==> src/rtl/mem_arbiter.sv <==
// Core/loader arbiter for the single-ported unified memory; MEM_ARB_RR_EN selects round-robin tie-break, else core has priority.
// Latency: ready pulses LAT+1 cycles after req is seen in IDLE; one transaction per LAT+2 cycles.
// Backpressure: requesters hold req and fields until their ready pulse; the losing port waits for the next IDLE.
module mem_arbiter #(
    parameter int AW  = 32,
    parameter int DW  = 32,
    parameter int LAT = 2
) (
    input  logic          clk,
    input  logic          reset,
    input  logic          c_req,
    input  logic          c_we,
    input  logic [AW-1:0] c_adr,
    input  logic [DW-1:0] c_wdata,
    output logic          c_ready,
    output logic [DW-1:0] c_rdata,
    input  logic          l_req,
    input  logic          l_we,
    input  logic [AW-1:0] l_adr,
    input  logic [DW-1:0] l_wdata,
    output logic          l_ready,
    output logic [DW-1:0] l_rdata,
    output logic          m_en,
    output logic          m_we,
    output logic [AW-1:0] m_adr,
    output logic [DW-1:0] m_wdata,
    input  logic [DW-1:0] m_rdata,
    output logic          owner
);
    localparam int CW = $clog2(LAT + 1);
    localparam logic [CW-1:0] CNT_INIT = CW'(LAT - 1);

    typedef enum logic [1:0] {IDLE, ACCESS, RESP} state_t;

    state_t        state_q, state_d;
    logic [CW-1:0] cnt_q, cnt_d;
    logic          c_ready_d, l_ready_d;
    logic [DW-1:0] c_rdata_d, l_rdata_d;
    logic          m_en_d, m_we_d;
    logic [AW-1:0] m_adr_d;
    logic [DW-1:0] m_wdata_d;
    logic          owner_d;
    logic          grant_l;

`ifdef MEM_ARB_RR_EN
    // rr_last_q=1 means the loader won the previous grant; reset value lets the core win the first tie.
    logic rr_last_q;

    assign grant_l = l_req && (!c_req || !rr_last_q);

    always_ff @(posedge clk) begin
        if (reset)
            rr_last_q <= 1'b1;
        else if (state_q == IDLE && (c_req || l_req))
            rr_last_q <= grant_l;
    end
`else
    assign grant_l = l_req && !c_req;
`endif

    always_comb begin
        state_d   = state_q;
        cnt_d     = cnt_q;
        c_ready_d = 1'b0;
        l_ready_d = 1'b0;
        c_rdata_d = c_rdata;
        l_rdata_d = l_rdata;
        m_en_d    = m_en;
        m_we_d    = m_we;
        m_adr_d   = m_adr;
        m_wdata_d = m_wdata;
        owner_d   = owner;
        case (state_q)
            IDLE: begin
                if (c_req || l_req) begin
                    m_en_d    = 1'b1;
                    m_we_d    = grant_l ? l_we : c_we;
                    m_adr_d   = grant_l ? l_adr : c_adr;
                    m_wdata_d = grant_l ? l_wdata : c_wdata;
                    owner_d   = grant_l;
                    cnt_d     = CNT_INIT;
                    state_d   = ACCESS;
                end
            end
            ACCESS: begin
                if (cnt_q == '0) begin
                    // m_rdata is only guaranteed in the final ACCESS cycle.
                    if (!m_we) begin
                        if (owner)
                            l_rdata_d = m_rdata;
                        else
                            c_rdata_d = m_rdata;
                    end
                    m_en_d    = 1'b0;
                    m_we_d    = 1'b0;
                    c_ready_d = !owner;
                    l_ready_d = owner;
                    state_d   = RESP;
                end else begin
                    cnt_d = cnt_q - CW'(1);
                end
            end
            RESP:    state_d = IDLE;
            default: state_d = IDLE;
        endcase
    end

    always_ff @(posedge clk) begin
        if (reset) begin
            state_q <= IDLE;
            cnt_q   <= '0;
            c_ready <= 1'b0;
            l_ready <= 1'b0;
            c_rdata <= '0;
            l_rdata <= '0;
            m_en    <= 1'b0;
            m_we    <= 1'b0;
            m_adr   <= '0;
            m_wdata <= '0;
            owner   <= 1'b0;
        end else begin
            state_q <= state_d;
            cnt_q   <= cnt_d;
            c_ready <= c_ready_d;
            l_ready <= l_ready_d;
            c_rdata <= c_rdata_d;
            l_rdata <= l_rdata_d;
            m_en    <= m_en_d;
            m_we    <= m_we_d;
            m_adr   <= m_adr_d;
            m_wdata <= m_wdata_d;
            owner   <= owner_d;
        end
    end

endmodule

==> config.mk <==
export PLATFORM = sky130hd
export DESIGN_NAME = mem_arbiter
export DESIGN_NICKNAME = d
export VERILOG_FILES = /design/src/rtl/mem_arbiter.sv
export SDC_FILE = /design/constraint.sdc
export NUM_CORES = 1
export LEC_CHECK = 0
export BUFFER_PORTS_ARGS = -buffer_cell sky130_fd_sc_hd__buf_4
export CAP_MARGIN = 30
export CORE_AREA = 2 2 131 133
export CTS_BUF_LIST = sky130_fd_sc_hd__clkbuf_16
export CTS_CLUSTER_SIZE = 40
export DETAILED_ROUTE_END_ITERATION = 12
export DIE_AREA = 0 0 133 135
export GPL_TIMING_DRIVEN = 0
export MAX_ROUTING_LAYER = met4
export PLACE_DENSITY_LB_ADDON = 0.08
export REMOVE_ABC_BUFFERS = 1
export SYNTH_ARGS = -nofsm -noshare
export SYNTH_HDL_FRONTEND = slang
export SYNTH_SLANG_ARGS = --single-unit
==> constraint.sdc <==
create_clock -name clk -period 4.1 [get_ports clk]
set_input_delay 0.205 -clock clk [delete_from_list [all_inputs] [get_ports clk]]
set_output_delay 0.205 -clock clk [all_outputs]
set_load 0.01 [all_outputs]
; ---- Word-level counts from Yosys, hierarchy flattened
; Index checks and enable logic that the tools add are counted.
[classes]
add_sub_neg = 1
eq_ne = 4
mux = 13
bitwise_logic = 4
n_reduce_logical = 14
[ops]
columns = op, count
row1 = two-way mux 32 bit, 2
row2 = case mux 2 bit (2 select lines), 2
row3 = AND reduction 4 bit, 2
row4 = two-way mux 2 bit, 3
row5 = != test 2 bit (second input constant), 3
row6 = AND reduction 3 bit, 2
row7 = logical NOT 2 bit, 2
row8 = two-way mux 1 bit, 4
row9 = inverter 1 bit, 4
row10 = case mux 1 bit (2 select lines), 2
row11 = AND reduction 2 bit, 2
row12 = OR reduction 3 bit, 1
row13 = == test 2 x 1 -> 1 bit (second input constant), 1
row14 = logical NOT 1 bit, 2
row15 = nonzero test 2 bit, 1
row16 = subtractor 2 x 1 -> 2 bit (second input constant), 1
row17 = logical AND 1 bit, 1
row18 = logical OR 1 bit, 1
[word_totals]
regBits = 137
inputBits = 166
out_inout_bits = 133
wordCells = 47

; ---- Depth between registers and ports, before layout
; Gate-level depths: netlist of the first run.
[logic_depth]
ltp_word = 5
mapped_depth = 7
ltp_nobuf = 5

; ---- Worst setup path after synthesis of the first run
; OpenSTA, ideal clock, no wires.
[synth_timing]
kind = flip-flop to flip-flop
startpoint = register cnt_q[0]
endpoint = register l_rdata[22]
setup_ns = 0.120
arrival_ns = 1.549
required_time_ns = 3.980
setup_slack_ns = 2.432
stages_incl_launch_ff = 8
path_buffers = 2
synth_period_minus_slack_ns = 1.668
cell_sequence = dfxtp_1 > inv_1 > ha_1 > nand2_4 > or4b_1 > buf_6 > buf_6 > mux2i_1
[synth_between]
elab_chain_len = 2
[synth_lines]
columns = item, line
row1 = "start, declared", 36  ; logic [CW-1:0] cnt_q, cnt_d;
row2 = "start signal, assigned", 123  ; cnt_q <= cnt_d;
row3 = logical NOT 2 bit, 86  ; if (cnt_q == '0) begin
row4 = AND reduction 4 bit (no source line), -
row5 = "end signal, assigned", 127  ; l_rdata <= l_rdata_d;
row6 = "end, declared", 22  ; output logic [DW-1:0] l_rdata,
; No other way between the ends.
; A chain may end at the register's enable or synchronous reset.

; ---- Final worst setup path of the first run
[layout_timing]
startpoint = register state_q[1]
endpoint = register m_adr[25]
[layout_between]
elab_chain_len = 2
[layout_lines]
columns = item, line
row1 = "start, declared", 35  ; state_t state_q, state_d;
row2 = "start signal, assigned", 122  ; state_q <= state_d;
row3 = logical NOT 2 bit, 73  ; case (state_q)
row4 = AND reduction 2 bit (no source line), -
row5 = "end signal, assigned", 130  ; m_adr <= m_adr_d;
row6 = "end, declared", 25  ; output logic [AW-1:0] m_adr,
; No other way between the ends.

==> results of run 1 <==
## path summary, 6_finish.rpt
check	startpoint	end	slack [ns]	cells after the start
setup / recovery	state_q[1]	m_adr[25]	1.57	5
setup reg to reg	state_q[1]	m_adr[25]	1.57	5
hold / removal	c_req	owner	0.04	2
hold reg to reg	l_rdata[8]	l_rdata[8]	0.46	2
## flip-flops by register name, indices dropped and copies added (netlist names)
name and cells:
c_rdata 32, l_rdata 32, m_adr 32, m_wdata 32, cnt_q 2, state_q 2, c_ready 1, l_ready 1
m_en 1, m_we 1, owner 1
## Yosys cell counts (2+ instances only)
library cell,count,share of area [%]
o21ai_0,2,0.18
nor3b_1,2,0.26
nor2b_1,2,0.22
dfxtp_1,137,48
nand2_1,226,15
and2_1,2,0.22
buf_6,6,1.2
a21oi_1,67,5.9
ha_1,2,0.44
nor2_1,3,0.20
mux2i_1,65,11
clkbuf_1,38,2.5
buf_4,2,0.26
inv_1,4,0.26
a311oi_1,65,10
buf_2,17,1.5
## kinds of logic (layout without fill, tap and decap cells)
group	Yosys count	after routing	share of synthesized area [%]
buf+inv	68	346	5.78
mux	65	65	11.4
simple gates	245	245	17.3
flops	137	137	48.2
fa+ha+maj	2	2	0.440
compound gates	139	139	16.8
## final cells by class
type | instances | area (um2)
clock inverters | 15 | 150
inverters | 5 | 18.8
clock buffers | 17 | 425
repair buffers | 309 | 2430
well taps | 220 | 275
flip-flops and latches | 137 | 2740
fillers | 1542 | 7720
multi-input cells | 451 | 2650
## power by group through the flow
stage / Combinational, W / Sequential, W / Clock (W)
floorplan: 0.000327 / 0.00162 / 0
CTS: 0.000859 / 0.00155 / 0.00153
detailed placement: 0.000859 / 0.00157 / 0
finish: 0.000848 / 0.00155 / 0.00149
global route: 0.000922 / 0.00156 / 0.00158
global placement: 0.000818 / 0.00157 / 0
## routing by layer
layer	global-route usage [%]	vias to the layer above	share of wire [%]
li1	-	2822	-
met1	23.6	2669	41
met2	35.6	230	48
met3	6.31	29	8.3
met4	8.48	0	2.2
met5	-	-	0
## worst reg2reg max path, stage by stage (launching register included)
cell      delay (ns)
dfxtp_1         0.44
nor2_4          0.65
buf_12          0.30
and2_2          0.52
buf_12          0.30
a311oi_1        0.17
## stage by stage
stage,instances,total power (W),setup slack [ns],hold WS [ns]
2_1_floorplan,593,0.00195,-0.0890,0.277
3_3_place_gp,1111,0.00238,-2.47,0.423
3_5_place_dp,1122,0.00243,1.58,0.450
4_1_cts,1154,0.00393,1.57,0.0223
5_1_grt,1154,0.00407,1.40,0.0388
6_report,1154,0.00389,1.57,0.0365
==> reports/results.ini, run 1 <==
[outcome]
status = finished clean

[power]
peakVddDrop_mv = 0.302
switchingPower_w = 0.00110
combPwrFrac_pct = 21.8
leakage_nw = 4.04
p_seq_share_pct = 39.8
power.density_mw_per_mm2 = 448
power.internal_w = 0.00279
switching_share_pct = 28.3
pwr-share-clk_pct = 38.4

[routing]
drtIter0Drc = 224
wl_um = 18800
first_pass_iters = 4
wl_per_cell_um = 16.3
vias_per_cell = 4.98
vias = 5750
drcViolationCount = 0
ant_nets = 0

[timing]
period_share_pct = 61.7
clock_skew_ns = 0.00800
fmax_mhz = 395
setup-tns-final_ns = 0
finalCriticalPeriod_ns = 2.53
final_hold_viol_count = 0
worstMarginPinSlew_ns = 0.933
maxSlewHeadroom_pct = 37.8
drv_slew = 0
rsz0062_at_grt = false
finalSetupViolations = 0

[finish]
final_util_pct = 52.9
antenna_cells = 0
layout_common_cells = buf_4, nand2_1, dfxtp_1, a21oi_1
design_area_mm2 = 0.00869
area_growth_pct = 52.6
nNetsFinal = 1089
layout_commonest_cell = buf_4
drive_above_1_share_pct = 37.2

[cts]
hold_buffers = 0
clock_sinks = 137
cts_setup_buffers = 0
cts_buffers = 17
cts_tree = built
clock_latency_ns = 0.42
root_buffer = clkbuf_16
cts.clk_slew.worst_paths_ns = 0.06
cts_htree_levels = 4
clk_path_buf_depth = 2
cts_resized = 0

[yosys]
synth_edf_count = 0
async_flop_share_pct = 0
synth_cell_type_count = 32
yosysSeqAreaShare_pct = 48.2
synth_seq_cells = 137
yosysWarnings = 0
mappedNetlistArea_mm2 = 0.00569
synth_cells = 656
synthFlopType = dfxtp_1
syn_avg_cell_area_um2 = 8.68

[floorplanning]
core_area_mm2 = 0.0164
ios = 299
initial_core_util_pct = 34.7
die_w_um = 133
std_cell_rows = 47
die_h_um = 135
die-area_mm2 = 0.0180

[worst_setup_path]
crit_required_ns = 4.36
startpoint_type = register
cp.arrival_ns = 2.79
cpLargestDelayFamily = simple AND/OR/NAND/NOR gates
path_class = register to register
cp-end-kind = register
worstPathMaxFanout = 46
crit_chain = nor2_4, buf_12, and2_2, buf_12, a311oi_1
crit_path_top_delay_cell = nor2_4
crit_buf_inv = 2
cpPeakStageDelay_ns = 0.65
crit_top_cell = buf_12

[place]
place_hpwl_um = 13200
place.gp.congestion = 0.794
port_buffers = 298
post_dp_cell_area_mm2 = 0.00811

[global_routing]
antenna_found_initial = 0
grt-ovfl-total = 0
grt_pass1_wl_um = 29000
first_global_vias = 5813
grt.total_usage_pct = 21.1
grt_max_degree = 72

[hold_path]
hold_class = input pin to register

[run]
drv_cap = 0

Note: power is estimated with default switching activity, not from simulation.
==> run 2: changes to the inputs <==
==> constraint.sdc (replaced) <==
create_clock -name clk -period 2.6 [get_ports clk]
set_input_delay 0.13 -clock clk [delete_from_list [all_inputs] [get_ports clk]]
set_output_delay 0.13 -clock clk [all_outputs]
set_load 0.01 [all_outputs]
==> reports/results.ini, run 2 (synthesis gave the netlist of run 1 again) <==
[worst_setup_path]
r2r-start = state_q[1]
cp-end-kind = register
crit_start = state_q[1]
worstPathMaxFanout = 46
worstRegToRegCells = 5
cp.arrival_ns = 2.63
crit_required_ns = 2.86
path_class = register to register
startpoint_type = register

[global_routing]
grt_pass1_wl_um = 32500
grt.total_usage_pct = 23.4
grt-ovfl-total = 0
grt_max_degree = 72
antenna_found_initial = 0
first_global_vias = 6629

[finish]
layout_commonest_cell = buf_4
nNetsFinal = 1249
drive_above_1_share_pct = 31.8
fill_cells = 1326
multi_input_area_mm2 = 0.00265
seq_area_mm2 = 0.00274
layout_common_cells = buf_4, nand2_1, dlygate4sd3_1, dfxtp_1, a21oi_1
area_growth_pct = 80.7
antenna_cells = 0
final_util_pct = 62.7

[power]
peakVddDrop_mv = 0.476
leakage_nw = 4.70
power.density_mw_per_mm2 = 621

[cts]
clock_latency_ns = 0.42
cts_tree = built
cts_resized = 0
cts.clk_slew.worst_paths_ns = 0.06
cts_buffers = 17
cts_htree_levels = 4
root_buffer = clkbuf_16
clock_sinks = 137
cts_setup_buffers = 0
clk_path_buf_depth = 2

[floorplanning]
die_h_um = 135
die-area_mm2 = 0.0180
core_area_mm2 = 0.0164
std_cell_rows = 47
ios = 299
die_w_um = 133
initial_core_util_pct = 34.7

[hold_path]
hold_depth = 3
hold_class = input pin to register
hp-start = c_we

[outcome]
status = finished clean

[timing]
worstMarginPinSlew_ns = 0.935
finalCriticalPeriod_ns = 2.37
rsz0062_at_grt = false
maxSlewHeadroom_pct = 37.7
finalSetupViolations = 0
final_hold_viol_count = 0
drv_slew = 0
clock_skew_ns = 0.00831
period_share_pct = 91.2
fmax_mhz = 422
holdWs_ns = 0.0133

[routing]
vias_per_cell = 4.95
ant_nets = 0
drtIter0Drc = 238
vias = 6499
wl_um = 21100
first_pass_iters = 6
drcViolationCount = 0
wl_per_cell_um = 16.0

[place]
place_hpwl_um = 13200
port_buffers = 298
place.gp.congestion = 0.794

[run]
drv_cap = 0

==> run 2: cell count changes in the layout (fill, tap and decap cells not counted), sizes merged <==
cell,delta
dlygate4sd3,+159
nor2,+1
==> run 2: repair_timing <==
item,in CTS,in global routing
endpoints found under the setup margin,0,46
hold buffers,159,0
endpoints found under the hold margin,123,0
==> run 2: final timing paths <==
| path | end | slack, ns |
|---|---|---|
| max | m_adr[20] | 0.23 |
| min | m_we | 0.01 |
| max reg2reg | m_adr[20] | 0.23 |
| min reg2reg | l_rdata[8] | 0.46 |
==> run 2: worst max-delay path, cell delays in order, from the launching register on <==
cell and delay [ns]:
dfxtp_1 0.48, nor2_4 0.47, buf_12 0.28, and2_2 0.49, buf_12 0.30, a311oi_1 0.14
==> run 2: power by group <==
group | switching, W | internal (W)
registers | 0.000135 | 0.00231
clock network | 0.000961 | 0.00141
logic | 0.000731 | 0.000835
total | 0.00183 | 0.00456
==> run 2: per-layer routing <==
metal	vias to the layer above	wire, um	global-route usage [%]	part of all wire [%]
li1	3146	-	-	-
met1	3040	8940	26.7	42
met2	269	10300	39.8	49
met3	44	1260	4.65	6.0
met4	0	569	10.5	2.7
met5	-	0	-	0
==> run 2: per-stage QoR <==
step	setup WS, ns	cells	area [um2]	setup TNS (ns)	power, W
detailed placement	0.0817	1122	8110	0	0.00384
global placement	-3.97	1111	7890	-306.21	0.00376
floorplan	-1.59	593	5380	-124.11	0.00308
global route	0.0807	1314	10300	0	0.00665
finish	0.228	1314	10300	0	0.00638
CTS	0.0740	1313	10300	0	0.00640
==> run 2: layout make-up <==
class	instances	area share [%]
Timing Repair Buffer	468	39.1
Sequential cell	137	26.7
Multi-Input combinational cell	452	25.8
Clock buffer	17	4.14
Tap cell	220	2.68
Clock inverter	15	1.46
Inverter	5	0.182
